File: config.mk
export PLATFORM = sky130hd
export DESIGN_NAME = pwm_adc
export DESIGN_NICKNAME = d
export VERILOG_FILES = /design/src/rtl/pwm_adc.sv
export SDC_FILE = /design/constraint.sdc
export NUM_CORES = 1
export LEC_CHECK = 0
export CAP_MARGIN = 20
export CORE_MARGIN = 2
export CORE_UTILIZATION = 30
export DETAILED_ROUTE_END_ITERATION = 12
export PLACE_DENSITY = 0.5
export SYNTH_ARGS = -nofsm -noshare
export SYNTH_HDL_FRONTEND = slang
export SYNTH_SLANG_ARGS = --single-unit
File: constraint.sdc
create_clock -name clk -period 2 [get_ports clk]
set_input_delay 0.6 -clock clk [delete_from_list [all_inputs] [get_ports clk]]
set_output_delay 0.6 -clock clk [all_outputs]
set_load 0.01 [all_outputs]
File: src/rtl/pwm_adc.sv
// pwm_adc: recovers the WIDTH-bit code from a 1-bit PWM stream produced by the
// matching PWM DAC. One DAC frame is 2^WIDTH clocks and carries code+1 high
// samples starting at sample k=0. This block aligns to the frame on a rising
// edge, counts the high samples and reports code = highs-1.
//
// Ports:
//   clk     in   system clock, rising edge
//   rst     in   synchronous active-high reset
//   enable  in   1 = measure; 0 = drop alignment and hold out
//   pwm_in  in   PWM stream, may be asynchronous to clk
//   out     out  last decoded code
//   valid   out  one-cycle pulse when out updates
//   locked  out  frame alignment confirmed by a completed frame
//   err     out  one-cycle pulse on a framing error
//
// state   | meaning
// HUNT    | waiting for a rising edge to define sample k=0
// MEASURE | aligned; phase is the sample index within the frame

module pwm_adc #(
  parameter int WIDTH       = 8,
  parameter int SYNC_STAGES = 2   // legal range 1..3
) (
  input  logic             clk,
  input  logic             rst,
  input  logic             enable,
  input  logic             pwm_in,
  output logic [WIDTH-1:0] out,
  output logic             valid,
  output logic             locked,
  output logic             err
);

  typedef enum logic {
    ST_HUNT    = 1'b0,
    ST_MEASURE = 1'b1
  } state_e;

  localparam logic [WIDTH-1:0] PHASE_ONE  = {{(WIDTH-1){1'b0}}, 1'b1};
  localparam logic [WIDTH-1:0] PHASE_LAST = '1;
  localparam logic [WIDTH:0]   CNT_ONE    = {{WIDTH{1'b0}}, 1'b1};

  state_e                 state_q, state_d;
  logic [SYNC_STAGES-1:0] sync_q;
  logic                   pwm_d_q;
  logic [WIDTH-1:0]       phase_q, phase_d;
  logic [WIDTH:0]         hi_cnt_q, hi_cnt_d;
  logic [WIDTH-1:0]       out_q, out_d;
  logic                   valid_q, valid_d;
  logic                   locked_q, locked_d;
  logic                   err_q, err_d;

  logic                   pwm_s;
  logic                   pwm_rise;
  logic [WIDTH:0]         total;
  logic [WIDTH:0]         total_m1;

  assign pwm_s    = sync_q[SYNC_STAGES-1];
  assign pwm_rise = pwm_s & ~pwm_d_q;
  // Total includes the last sample of the frame, which is not yet in hi_cnt.
  assign total    = hi_cnt_q + {{WIDTH{1'b0}}, pwm_s};
  assign total_m1 = total - CNT_ONE;

  always_ff @(posedge clk) begin
    if (rst) begin
      state_q  <= ST_HUNT;
      sync_q   <= '0;
      pwm_d_q  <= 1'b0;
      phase_q  <= '0;
      hi_cnt_q <= '0;
      out_q    <= '0;
      valid_q  <= 1'b0;
      locked_q <= 1'b0;
      err_q    <= 1'b0;
    end else begin
      sync_q[0] <= pwm_in;
      for (int i = 1; i < SYNC_STAGES; i++) begin
        sync_q[i] <= sync_q[i-1];
      end
      pwm_d_q  <= pwm_s;
      state_q  <= state_d;
      phase_q  <= phase_d;
      hi_cnt_q <= hi_cnt_d;
      out_q    <= out_d;
      valid_q  <= valid_d;
      locked_q <= locked_d;
      err_q    <= err_d;
    end
  end

  always_comb begin
    state_d  = state_q;
    phase_d  = phase_q;
    hi_cnt_d = hi_cnt_q;
    out_d    = out_q;
    valid_d  = 1'b0;
    err_d    = 1'b0;
    locked_d = locked_q;

    if (!enable) begin
      state_d  = ST_HUNT;
      phase_d  = '0;
      hi_cnt_d = '0;
      locked_d = 1'b0;
    end else begin
      case (state_q)
        ST_HUNT: begin
          locked_d = 1'b0;
          phase_d  = '0;
          hi_cnt_d = '0;
          // The edge cycle itself is sample k=0 and is high.
          if (pwm_rise) begin
            state_d  = ST_MEASURE;
            phase_d  = PHASE_ONE;
            hi_cnt_d = CNT_ONE;
          end
        end
        ST_MEASURE: begin
          if (phase_q != '0 && pwm_rise) begin
            // Unexpected edge: treat it as the new k=0 and stay measuring.
            err_d    = 1'b1;
            locked_d = 1'b0;
            phase_d  = PHASE_ONE;
            hi_cnt_d = CNT_ONE;
          end else if (phase_q == '0 && !pwm_s) begin
            // Every frame starts high; a low k=0 means alignment is gone.
            err_d    = 1'b1;
            locked_d = 1'b0;
            state_d  = ST_HUNT;
            phase_d  = '0;
            hi_cnt_d = '0;
          end else if (phase_q == '0) begin
            phase_d  = PHASE_ONE;
            hi_cnt_d = CNT_ONE;
          end else begin
            phase_d  = phase_q + PHASE_ONE;
            hi_cnt_d = total;
            if (phase_q == PHASE_LAST) begin
              out_d    = total_m1[WIDTH-1:0];
              valid_d  = 1'b1;
              locked_d = 1'b1;
            end
          end
        end
        default: begin
          state_d = ST_HUNT;
        end
      endcase
    end
  end

  assign out    = out_q;
  assign valid  = valid_q;
  assign locked = locked_q;
  assign err    = err_q;

endmodule

======== Word level (Yosys, flattened, before mapping) ========
Cells that the tools add are included.
storage, ports and cells
  output and inout bits ................... 11
  logic and storage cells ................. 54
  register bits after elaboration ......... 32
  input port bits ......................... 4
operators by class
  muxes and demuxes ....................... 22
  equality and inequality tests ........... 3
  add/subtract/negate cells ............... 3
  reduce and logical (&&, ||, !) cells .... 10
  bitwise operators ....................... 7
operator list
  kind                 number
  $mux 9               3
  $mux 8               3
  $pmux 9 s2           1
  $pmux 8 s2           1
  $mux 1               12
  $add 9x1->9          1
  $add 8x1->8 const B  1
  $eq 8x8->1 const B   1
  $logic_not 8->1      1
  $reduce_bool 8->1    1
  $sub 8x1->8 const B  1
  $not 1->1            6
  $reduce_and 6->1     1
  $reduce_or 6->1      1
  $ne 4x1->1 const B   1
  $ne 4x3->1 const B   1
  $pmux 1 s2           2
  $reduce_or 3->1      1
  $logic_and 1x1->1    2
  $reduce_and 2->1     1
  $reduce_or 2->1      1
  $and 1x1->1          1
  $logic_not 1->1      1

======== Depth between registers and ports, before layout ========
  depth in word-level cells ............... 6
  gate-level depth with buffers ........... 8
  depth with buffers taken out ............ 8

======== Worst setup path after synthesis ========
OpenSTA, ideal clock, no wires.
  kind .................................... register -> register
  start point ............................. reg sync_q[1]
  end point ............................... reg out_q[6], in the netlist out[6]
  stages on the path, launching flop included .. 9
  arrival time ............................ 1.688 ns
  path slack .............................. 0.176 ns
  cell sequence ........................... dfxtp_1 ha_1 ha_1 inv_1 ha_1 nor4b_1 a22oi_1 xor2_1 o22ai_1
between the ends
  elaborated cells between the ends (all ways) .. 9
RTL lines
  element                            RTL line  source
  from (decl)                        44        logic [SYNC_STAGES-1:0] sync_q;
  from (signal, indexed assignment)  78        sync_q[i] <= sync_q[i-1];
  $add 9x1->9                        61        assign total = hi_cnt_q + {{WIDTH{1'b0}}, pwm_s};
  via total[1]                       55        logic [WIDTH:0] total;
  $sub 8x1->8                        62        assign total_m1 = total - CNT_ONE;
  to (signal assigned)               84        out_q <= out_d;
  to (decl)                          48        logic [WIDTH-1:0] out_q, out_d;
The timed path passes the listed nets, and every way through them passes these cells.
A chain may end at the register's enable or synchronous reset.

======== Worst setup path after layout ========
Same ends and word-level chain as after synthesis.

==> run summary <==
vias in the first global route: 1154
via count: 1143
Leakage: 0.695 nW
PortBufs: 14
Worst slew margin: 76.9%
crit-path leading delay family: adder cells
core box area: 4630 sq um
max incr delay on CP: 0.33 ns
worst-margin pin slew: 0.345 ns
first-pass GRT wire length: 5000 um
Die X: 72.8 um
clock latency on the worst-skew pair: 0.28 ns
DRT Wirelength: 2940 um
CTS tree: yes
Vias/cell: 4.70
Buf+Inv Stages, Crit Path: 1
H-tree depth: 2
deepest clock path buffer count: 2
Hold Fails Final Rpt: 0
peak supply drop: 0.422 mV
WP data required: 2.16 ns
Post-CTS Hold Buffers: 0
Num Clock Sinks: 31
syn nets: 165
critical path startpoint category: register
crit share post-route: 94.6%
All-Layer GR Usage: 12.3%
CP arrival: 2.05 ns
RSZ-0062 raised after global routing: false
crit-path cells: ha_2 -> ha_4 -> inv_1 -> ha_2 -> nor4b_2 -> a22oi_1 -> xor2_1 -> o22ai_1
register area: 621 sq um
sequential element share of the synthesized area: 43.7%
GPL Wtd Cong: 0.821
Final Setup Violations: 0
Die Y: 72.8 um
post-synthesis register bit count: 31
Mapped Cells: 156
Num CTS Buffers: 5
Pre-antenna DRT Iters: 4
RR Startpoint: sync_q[1]$_SDFF_PP0_
Placed Area: 1720 sq um
setup_tns: 0 ns
Layout area overhead: 30.4%
wire per inst: 12.1 um
ys async rst share: 0%
1st-iter DRT viols: 23
final core occ: 40.0%
grt total ovfl: 0
Hold Crit Start: sync_q[0]$_SDFF_PP0_
Main synth FF type: dfxtp_1
I/O pin count: 15
initial antenna violation count: 0
run status: complete, no violations
clk_skew: 0.00253 ns
initial cell density of the core: 30.7%
Fmax achieved: 0.528 GHz
CTS clk-pin slew, worst paths: 0.06 ns
CTS root buffer: clkbuf_8
share of post-route cells with drive strength above 1: 17.5%
worst-path maximum fanout: 3
worst hold path type: register to register
Fillers: 461
Yosys cell types: 34
average size of a mapped cell: 9.11 sq um
Period minus WS final: 1.89 ns
most used cell, CP: ha_2
drt drc: 0
layout net count: 197
Finished Cell Area: 1850 sq um
Rows: 25
synthesized cell area: 1420 sq um
Antenna Nets Post-Route: 0
power density cells: 653 nW/um^2
detailed placer's ending HPWL: 2260 um
Setup CP Type: register to register
crit path launch: sync_q[1]$_SDFF_PP0_
endpoint class of the critical path: register
multi-input logic area: 790 sq um
max-cap viol count: 0
crit path max-delay cell type: dfxtp_1
die area: 5300 sq um
synth warn: 0
EDFF count, synth: 0
ANT cells: 0
Slew Viols, Final: 0
largest net degree at the start of global routing: 13
-- synthesized netlist by cell type, types with 2 or more instances --
master	number	share of area [%]
a211oi_1	3	1.6
a21oi_1	10	3.5
and2_1	4	1.8
and3_1	3	1.3
and4_1	2	1.2
clkbuf_1	2	0.53
dfxtp_1	31	44
ha_1	5	4.4
inv_1	8	2.1
mux2i_1	2	1.4
nand2_1	8	2.1
nand2b_1	2	0.88
nand3_1	9	3.2
nor2_1	20	5.3
nor2b_1	5	2.2
nor3_1	2	0.70
o21ai_0	4	1.4
o22ai_1	2	0.88
or2_2	2	0.88
xnor2_1	10	6.2
xor2_1	9	5.5
-- sequential cells by signal, indices dropped and copies added (netlist names), 2 cells and up --
name,cells
hi_cnt_q,8
out,8
phase_q,8
sync_q,2
-- cell usage in the layout (no fill, tap or decap), types with 2 or more instances in the layout --
| master | n |
|---|---|
| inv_1 | 8 |
| nor3_1 | 2 |
| a21oi_1 | 10 |
| xor2_1 | 8 |
| and4_1 | 2 |
| nor2_1 | 20 |
| nand2b_1 | 2 |
| nor2b_1 | 5 |
| a211oi_1 | 3 |
| dfxtp_1 | 31 |
| nand2_1 | 8 |
| and2_1 | 4 |
| clkdlybuf4s50_1 | 14 |
| xnor2_1 | 10 |
| clkbuf_8 | 7 |
| buf_4 | 14 |
| and3_1 | 3 |
| o21ai_0 | 4 |
| ha_2 | 2 |
| o22ai_1 | 2 |
| ha_1 | 2 |
| nand3_1 | 9 |
| mux2i_1 | 2 |
| or2_2 | 2 |
-- per-stage QoR --
step / std cells / hold slack, ns / worst slack, ns / power, mW
after floorplan: 156 / 0.414 / 0.176 / 0.663
after global placement: 235 / 0.429 / 0.0525 / 0.685
after detailed placement: 235 / 0.437 / 0.0293 / 0.685
after CTS: 243 / 0.451 / 0.0306 / 1.23
after global routing: 243 / 0.456 / 0.0170 / 1.26
final: 243 / 0.444 / 0.108 / 1.21
-- report_power, final --
group	total, mW	switching, mW	leakage (nW)	internal, mW
Sequential	0.623	0.00188	0.250	0.621
Clock	0.538	0.225	0.0515	0.314
Combinational	0.0494	0.0244	0.393	0.0249
-- logic make-up (layout without fill, tap and decap cells) --
family / Yosys count / after routing / share of synthesized area, %
multiplexers: 2 / 2 / 1.41
AO/OA/AOI/OAI: 24 / 24 / 11.0
buffers and inverters: 11 / 44 / 2.99
adder cells (fa/ha/maj): 5 / 5 / 4.40
AND/OR/NAND/NOR: 64 / 64 / 24.8
XOR/XNOR: 19 / 19 / 11.7
flip-flops: 31 / 31 / 43.7
-- worst reg2reg max path: cells and delay by family (launching register included) --
| kind | cells | cell delay (ns) |
|---|---|---|
| compound gates | 2 | 0.32 |
| xor+xnor | 1 | 0.25 |
| fa+ha+maj | 3 | 0.67 |
| buf+inv | 1 | 0.05 |
| flops | 1 | 0.33 |
| simple gates | 1 | 0.16 |
-- layout make-up --
cell class	instances	area share, %
Multi-Input combinational cell	114	42.6
Timing Repair Buffer	28	13.2
Inverter	8	1.62
Sequential cell	31	33.5
Clock buffer	8	5.40
Tap cell	54	3.65
-- final timing paths --
path / to / slack, ns / cells past startpoint
worst min-delay path: sync_q[1]$_SDFF_PP0_ / 0.44 / 1
worst max register to register: out[6]$_SDFFE_PP0P_ / 0.11 / 8
worst min register to register: sync_q[1]$_SDFF_PP0_ / 0.44 / 1
worst max-delay path: out[6]$_SDFFE_PP0P_ / 0.11 / 8
-- metal layers --
| layer | global-route usage (%) | routed length [um] | vias up | share of wire, % |
|---|---|---|---|---|
| met1 | 15.1 | 1400 | 531 | 47 |
| met2 | 20.4 | 1400 | 14 | 48 |
| li1 | - | - | 592 | - |
| met5 | 0 | 0 | - | 0 |
| met4 | 5.76 | 54 | 0 | 1.8 |
| met3 | 2.90 | 88 | 6 | 3.0 |
-- what timing repair did --
item | CTS | global route
buffers inserted | 0 | 0
endpoints found under the setup margin | 0 | 4
gates resized for setup | 0 | 6
Power figures use the tool's default switching activity.
